File: config.mk
export PLATFORM = sky130hd
export DESIGN_NAME = mem_access_stage
export DESIGN_NICKNAME = d
export VERILOG_FILES = /design/src/rtl/mem_access_stage.sv
export SDC_FILE = /design/constraint.sdc
export NUM_CORES = 1
export LEC_CHECK = 0
export CORE_MARGIN = 4
export CORE_UTILIZATION = 45
export DETAILED_ROUTE_END_ITERATION = 16
export HOLD_SLACK_MARGIN = 0.15
export PLACE_DENSITY = 0.91
export SYNTH_ARGS = -nofsm -noshare
export SYNTH_HDL_FRONTEND = slang
export SYNTH_SLANG_ARGS = --single-unit
File: constraint.sdc
create_clock -name clk -period 2.3 [get_ports clk]
set_clock_uncertainty 0.05 [all_clocks]
set_input_delay 0.23 -clock clk [delete_from_list [all_inputs] [get_ports clk]]
set_output_delay 0.23 -clock clk [all_outputs]
set_load 0.05 [all_outputs]
File: src/rtl/mem_access_stage.sv
// Memory stage between EX/MEM and MEM/WB: issues loads/stores on a req/ack port,
// stalls upstream while the access is outstanding, and registers the writeback bundle.
module mem_access_stage #(
  parameter int ADDR_W  = 14,
  parameter int TIMEOUT = 16
) (
  input  logic              clk,
  input  logic              rst,
  input  logic              in_valid,
  input  logic [31:0]       ALURi,
  input  logic [31:0]       stdatai,
  input  logic [3:0]        WrDesti,
  input  logic              wmemi,
  input  logic              rmemi,
  input  logic              wregi,
  input  logic              jmpi,
  output logic              stall,
  output logic              mem_req,
  output logic              mem_we,
  output logic [ADDR_W-1:0] mem_addr,
  output logic [31:0]       mem_wdata,
  input  logic [31:0]       mem_rdata,
  input  logic              mem_ack,
  output logic              wb_valid,
  output logic [31:0]       wb_data,
  output logic [3:0]        wb_dest,
  output logic              wb_wreg,
  output logic              wb_jmp,
  output logic              mem_err
);

  // state   | meaning
  // ST_IDLE | accepting instructions; ALU ops retire next cycle
  // ST_WAIT | request outstanding, waiting for mem_ack or timeout

  typedef enum logic {ST_IDLE, ST_WAIT} state_t;

  localparam int CNT_W = $clog2(TIMEOUT);
  localparam logic [CNT_W-1:0] CNT_LOAD = CNT_W'(TIMEOUT - 1);

  state_t            state_q, state_d;
  logic [CNT_W-1:0]  cnt_q, cnt_d;
  logic              mem_req_q, mem_req_d;
  logic              mem_we_q, mem_we_d;
  logic [ADDR_W-1:0] mem_addr_q, mem_addr_d;
  logic [31:0]       mem_wdata_q, mem_wdata_d;
  logic [31:0]       alu_q, alu_d;
  logic [3:0]        dest_q, dest_d;
  logic              wreg_q, wreg_d;
  logic              jmp_q, jmp_d;
  logic              wb_valid_q, wb_valid_d;
  logic [31:0]       wb_data_q, wb_data_d;
  logic [3:0]        wb_dest_q, wb_dest_d;
  logic              wb_wreg_q, wb_wreg_d;
  logic              wb_jmp_q, wb_jmp_d;
  logic              mem_err_q, mem_err_d;

  logic mem_op;
  logic aligned;

  assign mem_op  = wmemi | rmemi;
  assign aligned = (ALURi[1:0] == 2'b00);

  always_comb begin
    state_d     = state_q;
    cnt_d       = cnt_q;
    mem_req_d   = mem_req_q;
    mem_we_d    = mem_we_q;
    mem_addr_d  = mem_addr_q;
    mem_wdata_d = mem_wdata_q;
    alu_d       = alu_q;
    dest_d      = dest_q;
    wreg_d      = wreg_q;
    jmp_d       = jmp_q;
    wb_valid_d  = 1'b0;
    wb_data_d   = wb_data_q;
    wb_dest_d   = wb_dest_q;
    wb_wreg_d   = wb_wreg_q;
    wb_jmp_d    = wb_jmp_q;
    mem_err_d   = mem_err_q;
    stall       = 1'b0;

    case (state_q)
      ST_IDLE: begin
        if (in_valid) begin
          if (!mem_op) begin
            wb_valid_d = 1'b1;
            wb_data_d  = ALURi;
            wb_dest_d  = WrDesti;
            wb_wreg_d  = wregi;
            wb_jmp_d   = jmpi;
          end else if (aligned) begin
            stall       = 1'b1;
            mem_req_d   = 1'b1;
            mem_we_d    = wmemi;
            mem_addr_d  = ALURi[ADDR_W+1:2];
            mem_wdata_d = stdatai;
            alu_d       = ALURi;
            dest_d      = WrDesti;
            wreg_d      = wregi;
            jmp_d       = jmpi;
            cnt_d       = CNT_LOAD;
            state_d     = ST_WAIT;
          end else begin
            // misaligned: retire immediately without touching memory
            mem_err_d  = 1'b1;
            wb_valid_d = 1'b1;
            wb_data_d  = ALURi;
            wb_dest_d  = WrDesti;
            wb_wreg_d  = 1'b0;
            wb_jmp_d   = jmpi;
          end
        end
      end

      ST_WAIT: begin
        if (mem_ack) begin
          mem_req_d  = 1'b0;
          wb_valid_d = 1'b1;
          wb_data_d  = mem_we_q ? alu_q : mem_rdata;
          wb_wreg_d  = mem_we_q ? 1'b0 : wreg_q;
          wb_dest_d  = dest_q;
          wb_jmp_d   = jmp_q;
          state_d    = ST_IDLE;
        end else if (cnt_q == '0) begin
          mem_err_d  = 1'b1;
          mem_req_d  = 1'b0;
          wb_valid_d = 1'b1;
          wb_data_d  = alu_q;
          wb_wreg_d  = 1'b0;
          wb_dest_d  = dest_q;
          wb_jmp_d   = jmp_q;
          state_d    = ST_IDLE;
        end else begin
          stall = 1'b1;
          cnt_d = cnt_q - 1'b1;
        end
      end

      default: state_d = ST_IDLE;
    endcase
  end

  always_ff @(posedge clk) begin
    if (!rst) begin
      state_q     <= ST_IDLE;
      cnt_q       <= '0;
      mem_req_q   <= 1'b0;
      mem_we_q    <= 1'b0;
      mem_addr_q  <= '0;
      mem_wdata_q <= '0;
      alu_q       <= '0;
      dest_q      <= '0;
      wreg_q      <= 1'b0;
      jmp_q       <= 1'b0;
      wb_valid_q  <= 1'b0;
      wb_data_q   <= '0;
      wb_dest_q   <= '0;
      wb_wreg_q   <= 1'b0;
      wb_jmp_q    <= 1'b0;
      mem_err_q   <= 1'b0;
    end else begin
      state_q     <= state_d;
      cnt_q       <= cnt_d;
      mem_req_q   <= mem_req_d;
      mem_we_q    <= mem_we_d;
      mem_addr_q  <= mem_addr_d;
      mem_wdata_q <= mem_wdata_d;
      alu_q       <= alu_d;
      dest_q      <= dest_d;
      wreg_q      <= wreg_d;
      jmp_q       <= jmp_d;
      wb_valid_q  <= wb_valid_d;
      wb_data_q   <= wb_data_d;
      wb_dest_q   <= wb_dest_d;
      wb_wreg_q   <= wb_wreg_d;
      wb_jmp_q    <= wb_jmp_d;
      mem_err_q   <= mem_err_d;
    end
  end

  assign mem_req   = mem_req_q;
  assign mem_we    = mem_we_q;
  assign mem_addr  = mem_addr_q;
  assign mem_wdata = mem_wdata_q;
  assign wb_valid  = wb_valid_q;
  assign wb_data   = wb_data_q;
  assign wb_dest   = wb_dest_q;
  assign wb_wreg   = wb_wreg_q;
  assign wb_jmp    = wb_jmp_q;
  assign mem_err   = mem_err_q;

endmodule

### Yosys cells after proc, flatten, opt, wreduce, memory -nomap -nowiden

Index checks and enable logic that the tools add are counted.

* add/sub/neg operators: 1
* equal/unequal tests: 9
* mux-type cells: 55
* bitwise gates (word level): 2
* reductions and logical operators: 7

Operators by type and width (count)
* $mux 32: 6
* $pmux 32 s2: 1
* $mux 4: 10
* $mux 1: 30
* $pmux 4 s2: 2
* $ne 2x2->1 const B: 6
* $pmux 1 s2: 6
* $reduce_and 5->1: 2
* $reduce_and 4->1: 2
* $logic_not 4->1: 1
* $sub 4x1->4 const B: 1
* $ne 3x2->1 const B: 1
* $ne 3x3->1 const B: 1
* $reduce_and 3->1: 1
* $logic_not 2->1: 1
* $ne 2x1->1 const B: 1
* $not 1->1: 1
* $or 1x1->1: 1

* register bits: 131
* bits of input ports: 108
* output and inout port bits: 89
* word-level logic and storage cells: 90

### Logic depth before layout (Yosys ltp)

* depth in word-level cells: 5
* gate-level depth with buffers: 7
* mapped depth without buffers: 6

### Worst setup path after synthesis

No wires, ideal clock.

* path type: flip-flop to flip-flop
* start: reg cnt_q[0]
* end: reg state_q
* setup time: 0.063 ns
* arrival: 1.790 ns
* data required time: 2.187 ns
* slack: 0.397 ns
* cell stages (with the launch flop): 6
* buffers on the path: 0
* clock period less this slack: 1.903 ns
* path through: dfxtp_1 > inv_1 > ha_1 > nor3b_4 > o21ai_1 > and2_1

* cells in the longest elaborated chain, start to end: 4

RTL lines
* start, declared: RTL line 42 `logic [CNT_W-1:0] cnt_q, cnt_d;`
* start signal, assigned: RTL line 164 `cnt_q <= cnt_d;`
* $logic_not 4->1: RTL line 125 `end else if (cnt_q == '0) begin`
* $mux 1 (2 in series)
* $pmux 1 s2
* via stall: RTL line 17 `output logic stall,`
* end signal, assigned: RTL line 163 `state_q <= state_d;`
* end, declared: RTL line 41 `state_t state_q, state_d;`

The timed path passes the listed nets, and every way through them passes these cells.
A chain may end at the register's enable or synchronous reset.

### Worst setup path in the final report

* start: in in_valid
* end: out stall

* cells in the longest elaborated chain, start to end: 2

RTL lines
* start, declared: RTL line 9 `input logic in_valid,`
* $mux 1: RTL line 85 `if (in_valid) begin`
* $pmux 1 s2: RTL line 83 `case (state_q)`
* end, declared: RTL line 17

Every way passes these cells.

==> run_results.csv <==
group,metric,value,unit
floorplanning,die_h,116,um
floorplanning,rows,39,
logic_synthesis,synth_edf_count,0,
clock_tree,clock-root-buffer,"clkbuf_16",
finish,fin_nets,860,
logic_synthesis,yosys-top-cells-area,"dfxtp_1, nand2_1, a21boi_1",
clock_tree,htreeDepth,4,
drt,vias_per_cell,5.52,
sta,min_period,2.14,ns
global_routing,grt_max_degree,54,
clock_tree,cts_max_path_buffers,2,
sta,finalCritPeriodShare,92.9,%
logic_synthesis,synth.distinct_cells,37,
global_routing,grt_pass1_wl,24900,um
placement,gp_congestion,0.813,
finish,drive_gt1_share,10.9,%
finish,final_util,68.8,%
clock_tree,cts_made_buffers,17,
floorplanning,die-area,13500,um2
global_routing,antenna_found_initial,0,
logic_synthesis,syn_nets,692,
finish,antenna_cells,0,
floorplanning,initial_core_util,46.0,%
logic_synthesis,ys.flop_type,"dfxtp_1",
worst_setup_path,crit_family,"buffers and inverters",
placement,dp_hpwl,10900,um
worst_setup_path,worstSetupPathType,"in2out",
floorplanning,fp.dieW,116,um
power,p_leak,0.00295,uW
logic_synthesis,synth_cells,583,
outcome,outcome,"finished, final reports clean",
drt,wl_per_cell,17.3,um
drt,antenna_left,0,
drt,drc,0,
clock_tree,holdBufCountCts,0,
power,max-vdd-ir-drop,0.430,mV
logic_synthesis,synth.yosys.seq_area_share,44.4,%
logic_synthesis,yosysTopAreaCellShare,44.4,%
sta,whs,0.223,ns
logic_synthesis,yosysTopAreaCell,"dfxtp_1",
worst_setup_path,worst_path_max_delay_cell,"clkdlybuf4s50_1",
clock_tree,cts_sinks,117,
sta,setup_slack,0.162,ns
logic_synthesis,synth_seq_cells,117,
placement,place_ws,0.00991,ns
placement,io_buffers,196,
logic_synthesis,synthArstFlopShare,0,%
global_routing,grt_pass1_vias,5088,
worst_setup_path,worst_setup_path_start_kind,"input pin",
sta,slew_violations,0,
worst_setup_path,worstPathArrival,1.86,ns
clock_tree,clkTransAtPathRegs,0.06,ns
floorplanning,num_io_pins,197,
sta,fin_setup_tns,0,ns
sta,timing.fmax,0.468,GHz
finish,fillers,863,
logic_synthesis,synth_warnings,0,
worst_setup_path,endpoint_kind,"primary output",
sta,tightest_slew,0.845,ns
sta,finalSetupViolCount,0,
sta,relSlewSlack,43.6,%
job,cap_violations,0,
power,p_per_area,742,nW/um2
worst_setup_path,slowest_delay,0.52,ns
drt,firstDrtPassIters,7,
global_routing,track_usage,23.1,%
logic_synthesis,synth_area,5280,um2
clock_tree,clk_latency,0.40,ns
finish,syn_to_final_growth,49.4,%
drt,drt-total-wl,15700,um
floorplanning,core_area,11500,um2
worst_setup_path,cp_max_fo,4,
worst_setup_path,cp.required,2.02,ns
clock_tree,cts_tree,"done",
drt,drt_iter0_drc,470,
min_path,hp-class,"in2reg",
logic_synthesis,syn_avg_cell_area,9.06,um2
sta,hold_viol,0,
global_routing,overflow,0,
worst_setup_path,path_cells,"clkdlybuf4s50_1 > nor2b_1 > nand3b_1 > o21ai_1 > buf_12",
sta,rsz0062_at_grt,"false",
clock_tree,post_cts_resized,0,
drt,vias,5007,
worst_setup_path,cp_num_buf_inv,2,
worst_setup_path,r2r_setup_slack,0.47,ns
clock_tree,cts_setup_buffers,0,
path summary, 6_finish.rpt:
kind,start,endpoint,cells past startpoint
setup / recovery,in_valid,stall,5
hold / removal,rst,mem_addr[4],2
setup reg to reg,cnt_q[0],wb_data[24],7
hold reg to reg,mem_wdata[22],mem_wdata[22],2
layer usage:
metal | track usage, % | wire, um
met5 | 0 | 0
met4 | 9.05 | 177
met3 | 7.88 | 1480
met2 | 40.0 | 7680
met1 | 26.3 | 6390
placed cells by master (no fill, tap or decap), drive strengths merged, types with 2 or more instances in the layout:
cell type	count
clkinv	5
o211a	5
a31o	32
nand2b	3
a221oi	32
buf	23
o311a	5
inv	5
clkinvlp	4
nor2b	5
and3	2
clkdlybuf4s50	194
mux2i	38
dfxtp	117
nor3	2
a21boi	69
o21ai	39
bufinv	2
a21oi	2
nand2	144
nor2	5
clkbuf	18
or3	2
report_power, final:
part	internal (uW)	leakage, uW	total [uW]	switching, uW
Sequential	2120	0.000955	2180	56.3
Combinational	476	0.00172	1060	589
Clock	1630	0.000279	2610	975
worst register-to-register path, stage by stage, from the launching register on:
cell,delay [ns]
dfxtp_1,0.33
inv_1,0.07
ha_1,0.19
nor3b_4,0.33
o21ai_2,0.11
buf_12,0.20
a221oi_1,0.33
a31o_1,0.16
metrics by stage:
stage | cells | cell area [um2] | power (uW)
6_report | 907 | 7890 | 5850
4_1_cts | 907 | 7890 | 5910
2_1_floorplan | 583 | 5280 | 2830
3_5_place_dp | 875 | 7290 | 3290
5_1_grt | 907 | 7890 | 6060
3_3_place_gp | 875 | 7290 | 3260
cell type report:
cell class | count | area, um2 | area share, %
clock buffer | 18 | 439 | 5.57
clock inverter | 14 | 153 | 1.94
inverter | 2 | 7.51 | 0.0952
multi-input combinational | 396 | 2550 | 32.3
sequential | 117 | 2340 | 29.7
tap | 143 | 179 | 2.27
timing repair buffer | 217 | 2210 | 28.1
registers in the layout, summed over array words and instances, names as in the netlist, 4 cells and up:
register	count
wb_dest	4
dest_q	4
alu_q	19
mem_wdata	32
wb_data	32
mem_addr	13
cnt_q	4
synth_stat cells (2+ instances only):
cell and n:
a31o_1 13, nand2b_1 2, a21oi_1 2, nand2_1 144, a21boi_1 69, or3_1 2, nor2_1 3, o211a_1 5
buf_4 16, buf_2 19, nor2b_1 5, nor2_2 2, clkbuf_1 26, dfxtp_1 117, a31o_2 19, o21ai_0 37
mux2i_1 38, inv_1 2, buf_6 7, and3_1 2, a221oi_1 32, nor3_1 2, o311a_1 5
kinds of logic after synthesis:
group	count (synthesis)	share of synthesized area, %
AOI/OAI and AO/OA	189	27.1
and+or+nand+nor	168	13.6
DFF	117	44.4
buffers and inverters	70	7.56
muxes	38	7.20
adders and majority gates	1	0.237
Note: power is estimated with default switching activity, not from simulation.
